File: src/rtl/iir_coef_loader.sv
// iir_coef_loader: shadow/active coefficient banks for the biquad IIR.
// Staged sets are stability-checked and applied atomically on sample_tick.
module iir_coef_loader #(
  parameter int W              = 16,
  parameter bit FLUSH_ON_APPLY = 1'b1
) (
  input  logic         clk,
  input  logic         rst,
  input  logic         i_wr_en,
  input  logic [2:0]   i_wr_addr,
  input  logic [W-1:0] i_wr_data,
  input  logic         i_commit,
  input  logic         i_sample_tick,
  input  logic [2:0]   i_rd_addr,
  output logic [W-1:0] o_rd_data,
  output logic [W-1:0] o_b0,
  output logic [W-1:0] o_b1,
  output logic [W-1:0] o_b2,
  output logic [W-1:0] o_a1,
  output logic [W-1:0] o_a2,
  output logic         o_pending,
  output logic         o_err,
  output logic         o_flush
);

  typedef enum logic [1:0] {
    S_IDLE,
    S_CHECK,
    S_ARMED
  } state_t;

  localparam logic [W-1:0] B0_RST =
    {1'b0, {(W-1){1'b1}}};
  localparam logic [W-1:0] NEG_ONE =
    {1'b1, {(W-1){1'b0}}};
  localparam logic signed [W+1:0] ONE_X =
    {3'b001, {(W-1){1'b0}}};

  state_t r_state;
  state_t w_next;

  logic [W-1:0] r_sh_b0;
  logic [W-1:0] r_sh_b1;
  logic [W-1:0] r_sh_b2;
  logic [W-1:0] r_sh_a1;
  logic [W-1:0] r_sh_a2;

  logic [W-1:0] r_b0;
  logic [W-1:0] r_b1;
  logic [W-1:0] r_b2;
  logic [W-1:0] r_a1;
  logic [W-1:0] r_a2;

  logic [W-1:0] r_rd_data;
  logic [W-1:0] w_rd_data;
  logic         r_err;
  logic         r_flush;

  logic         w_addr_ok;
  logic         w_sh_we;
  logic         w_bad;
  logic         w_fail;
  logic         w_apply;

  logic signed [W+1:0] w_a1x;
  logic signed [W+1:0] w_a2x;
  logic signed [W+1:0] w_abs_a1;
  logic signed [W+1:0] w_lim;
  logic                w_a2_ok;
  logic                w_stable;

  assign w_addr_ok = (i_wr_addr < 3'd5);

  // |a1| < 1 + a2, widened so -1.0 and 1+a2 both fit
  assign w_a1x    = {{2{r_sh_a1[W-1]}}, r_sh_a1};
  assign w_a2x    = {{2{r_sh_a2[W-1]}}, r_sh_a2};
  assign w_abs_a1 = w_a1x[W+1] ? -w_a1x : w_a1x;
  assign w_lim    = ONE_X + w_a2x;
  assign w_a2_ok  = (r_sh_a2 != NEG_ONE);
  assign w_stable = w_a2_ok && (w_abs_a1 < w_lim);

  always_ff @(posedge clk or posedge rst) begin
    if (rst) begin
      r_state <= S_IDLE;
    end else begin
      r_state <= w_next;
    end
  end

  always_comb begin
    w_next = r_state;
    unique case (r_state)
      S_IDLE: begin
        if (i_commit) w_next = S_CHECK;
      end
      S_CHECK: begin
        w_next = w_stable ? S_ARMED : S_IDLE;
      end
      S_ARMED: begin
        if (i_sample_tick) w_next = S_IDLE;
      end
      default: w_next = S_IDLE;
    endcase
  end

  always_comb begin
    w_sh_we = 1'b0;
    w_bad   = 1'b0;
    w_fail  = 1'b0;
    w_apply = 1'b0;
    unique case (r_state)
      S_IDLE: begin
        w_sh_we = i_wr_en && w_addr_ok;
        w_bad   = i_wr_en && !w_addr_ok;
      end
      S_CHECK: begin
        w_fail = !w_stable;
        w_bad  = i_wr_en || i_commit;
      end
      S_ARMED: begin
        w_apply = i_sample_tick;
        w_bad   = i_wr_en || i_commit;
      end
      default: ;
    endcase
  end

  always_ff @(posedge clk or posedge rst) begin
    if (rst) begin
      r_sh_b0 <= B0_RST;
      r_sh_b1 <= '0;
      r_sh_b2 <= '0;
      r_sh_a1 <= '0;
      r_sh_a2 <= '0;
    end else if (w_sh_we) begin
      case (i_wr_addr)
        3'd0:    r_sh_b0 <= i_wr_data;
        3'd1:    r_sh_b1 <= i_wr_data;
        3'd2:    r_sh_b2 <= i_wr_data;
        3'd3:    r_sh_a1 <= i_wr_data;
        3'd4:    r_sh_a2 <= i_wr_data;
        default: ;
      endcase
    end
  end

  always_ff @(posedge clk or posedge rst) begin
    if (rst) begin
      r_b0 <= B0_RST;
      r_b1 <= '0;
      r_b2 <= '0;
      r_a1 <= '0;
      r_a2 <= '0;
    end else if (w_apply) begin
      r_b0 <= r_sh_b0;
      r_b1 <= r_sh_b1;
      r_b2 <= r_sh_b2;
      r_a1 <= r_sh_a1;
      r_a2 <= r_sh_a2;
    end
  end

  always_comb begin
    w_rd_data = '0;
    case (i_rd_addr)
      3'd0:    w_rd_data = r_b0;
      3'd1:    w_rd_data = r_b1;
      3'd2:    w_rd_data = r_b2;
      3'd3:    w_rd_data = r_a1;
      3'd4:    w_rd_data = r_a2;
      default: w_rd_data = '0;
    endcase
  end

  // a dropped request in the apply cycle still leaves err set
  always_ff @(posedge clk or posedge rst) begin
    if (rst) begin
      r_err     <= 1'b0;
      r_flush   <= 1'b0;
      r_rd_data <= '0;
    end else begin
      if (w_bad || w_fail) begin
        r_err <= 1'b1;
      end else if (w_apply) begin
        r_err <= 1'b0;
      end
      r_flush   <= w_apply && FLUSH_ON_APPLY;
      r_rd_data <= w_rd_data;
    end
  end

  assign o_b0      = r_b0;
  assign o_b1      = r_b1;
  assign o_b2      = r_b2;
  assign o_a1      = r_a1;
  assign o_a2      = r_a2;
  assign o_rd_data = r_rd_data;
  assign o_pending = (r_state == S_ARMED);
  assign o_err     = r_err;
  assign o_flush   = r_flush;

endmodule

File: config.mk
export PLATFORM = sky130hd
export DESIGN_NAME = iir_coef_loader
export DESIGN_NICKNAME = d
export VERILOG_FILES = /design/src/rtl/iir_coef_loader.sv
export SDC_FILE = /design/constraint.sdc
export NUM_CORES = 1
export LEC_CHECK = 0
export BUFFER_PORTS_ARGS = -buffer_cell sky130_fd_sc_hd__buf_4
export CORE_MARGIN = 10
export CORE_UTILIZATION = 45
export DETAILED_ROUTE_END_ITERATION = 6
export PLACE_DENSITY_LB_ADDON = 0.1
export SLEW_MARGIN = 20
export SYNTH_ARGS = -nofsm -noshare
export SYNTH_HDL_FRONTEND = slang
export SYNTH_SLANG_ARGS = --single-unit
export TNS_END_PERCENT = 1
File: constraint.sdc
create_clock -name clk -period 19.5 [get_ports clk]
set_clock_uncertainty 0.05 [all_clocks]
set_input_delay 3.9 -clock clk [delete_from_list [all_inputs] [get_ports clk]]
set_output_delay 3.9 -clock clk [all_outputs]
set_load 0.01 [all_outputs]
==> results.yml <==
final_layout:
  drive_gt1_frac: 0.470
  finalNonFillerCells: 951
  diodes: 0
  finalNetCount: 760
  final_cell_mix: "dfrtp_1 (150), mux2_2 (143), buf_4 (128)"
  syn_to_final_growth_pct: 22.0
  final_common_cell: "dfrtp_1"
sta:
  worst_slew_pin_slew_ns: 1.02
  fin_ws_ns: 14.18
  setup-violations-final: 0
  fmax_ghz: 0.188
  finalCritPeriodShare: 0.273
  max-slew-margin-rel: 0.318
  rsz0062_at_grt: "false"
  setup_tns_ns: 0
  hold_viol_final: 0
  holdWs_ns: 0.453
  fin_crit_ns: 5.32
  drv_slew: 0
logic_synthesis:
  synthArstFlopShare: 1.00
  ys.flop_type: "dfrtp_1"
  synth_cells: 592
  synthesis.nets: 639
  ys_types: 41
  avgSynthCellArea_um2: 13.3
  synth.yosys.warnings: 0
  synth_edf_count: 0
  yosysSeqAreaShare: 0.575
  syn_area_mm2: 0.00789
  synth-seq-cells: 180
die:
  rows: 48
  io_pins: 126
  dieArea_mm2: 0.0232
  core_area_mm2: 0.0172
  die_w_um: 152
  die_y_um: 152
  start_util: 0.458
worst_setup_path:
  cpMostUsedCell: "nand2_1"
  worstPathCellList: "buf_4 -> nand2_1 -> nor2_1 -> nand2_1 -> nor2_2 -> mux2_2"
  crit_fanout: 16
  cp_top_family: "simple AND/OR/NAND/NOR gates"
  crit_buf_inv: 1
  crit_slowest_cell: "nor2_2"
  endpoint_kind: "flip-flop"
  slowest_delay_ns: 0.77
  crit_type: "input port to flip-flop"
  arrival_ns: 5.58
  cp-start-kind: "input port"
  cp.required_ns: 19.76
grt:
  grt_pass1_wl_um: 32700
  grt_max_degree: 106
  grt_pass1_vias: 5610
  grt.overflow.total: 0
  antenna_found_initial: 0
  track_usage: 0.178
clock_tree:
  clock-root-buffer: "clkbuf_16"
  cts_resized: 0
  cts.sinks: 180
  cts_buffers: 17
  clk_latency_ns: 0.43
  clockBufferDepth: 2
  hold_buffers: 0
  htreeDepth: 4
  clkTransAtPathRegs_ns: 0.07
  post-cts-setup-buffer-count: 0
  tritoncts: "built"
drt:
  post_drt_wl_per_cell_um: 21.7
  drt_iter0_drc: 292
  vias: 5189
  drt_wl_total_um: 20700
  viasPerCell: 5.46
  first_pass_iters: 5
  drc: 0
  detail-route-antenna-nets: 0
place:
  dp_slack_ns: 13.67
  post-dp-hpwl_um: 14300
  place_congestion: 0.865
  placedCellCount: 919
  port_buffers: 125
hold_path:
  min_path_type: "flip-flop to flip-flop"
outcome:
  status: "completed"
run:
  cap_violations: 0
power:
  p_leak_nw: 4.47
  p_per_area_mw_per_mm2: 172
  vdd_drop_max_mv: 0.0665
  power.total_w: 0.00166
-- layout make-up --
class	instances	area, um2
clock inverters	9	100
flip-flops and latches	180	4540
clock buffers	23	488
well taps	225	282
fillers	1442	7610
multi-input cells	363	3160
inverters	23	91.3
repair buffers	128	961
-- cells in the mapped netlist, types with 4 or more instances --
cell type,number,area (um2)
nor2_1,21,78.8
dfstp_2,30,788
xnor2_1,13,114
dfrtp_1,150,3750
nor4_1,4,25.0
inv_1,23,86.3
nand2_1,29,109
ha_1,20,250
buf_2,6,30.0
mux2_2,143,1610
clkbuf_1,19,71.3
nand2b_1,7,43.8
nand4_1,4,25.0
o21ai_0,23,115
a21oi_1,24,120
mux2i_1,30,300
o22ai_1,15,93.8
-- final timing paths --
path                            slack [ns]  cells after the start       start          to
worst max register to register       15.89                     11  r_sh_a1[3]       o_err
worst min register to register        0.45                      1  r_sh_b1[8]     o_b1[8]
worst max-delay path                 14.18                      6     i_wr_en  r_sh_b2[5]
max in group asynchronous            14.24                      3         rst     o_a2[8]
min in group asynchronous             3.65                      2         rst     o_b1[3]
worst min-delay path                  0.45                      1  r_sh_b1[8]     o_b1[8]
-- power breakdown --
part           leakage (nW)  switching [W]  internal [W]
combinational          1.99       0.000275      0.000334
clock                 0.291       0.000139      0.000202
sequential             2.19       0.000145      0.000566
total                  4.47       0.000559       0.00110
-- layer usage --
layer  vias to the layer above  routed length, um  global-route usage  share of wire
met4                         0                328              0.0572          0.016
met2                       143               9710               0.278           0.47
met5                         -                  0                   0              0
met3                        25               1130              0.0454          0.055
li1                       2354                  -                   -              -
met1                      2667               9490               0.236           0.46
-- worst register-to-register path, stage by stage (launching register included) --
cell,delay [ns]
dfrtp_1,0.48
or4_4,0.60
nor4_4,0.19
nand2b_2,0.12
o41ai_2,0.24
xnor2_1,0.16
ha_1,0.28
a21o_1,0.18
a21o_1,0.16
a2111o_1,0.40
a221o_1,0.31
a221o_1,0.31
-- flip-flops by register name, summed over array words and instances (netlist names) --
register,count
o_a1,16
o_a2,16
o_b0,16
o_b1,16
o_b2,16
o_err,1
o_flush,1
o_rd_data,16
r_sh_a1,16
r_sh_a2,16
r_sh_b0,16
r_sh_b1,16
r_sh_b2,16
r_state,2
-- kinds of logic (layout without fill, tap and decap cells) --
logic type                 count (synthesis)  count (layout)  share of synthesized area
AOI/OAI and AO/OA                         76              76                     0.0585
xor gates and xnor gates                  13              13                     0.0144
adders and majority gates                 20              20                     0.0317
buffers and inverters                     49             183                     0.0243
DFF                                      180             180                      0.575
muxes                                    174             174                      0.245
and+or+nand+nor                           80              80                     0.0507
-- through the flow --
step,instance area [um2],utilization
2_1_floorplan,7890,-
3_3_place_gp,9040,0.524
5_1_grt,9630,0.558
4_1_cts,9630,0.558
6_report,9630,0.558
3_5_place_dp,9040,0.524
Note: power is estimated with default switching activity, not from simulation.
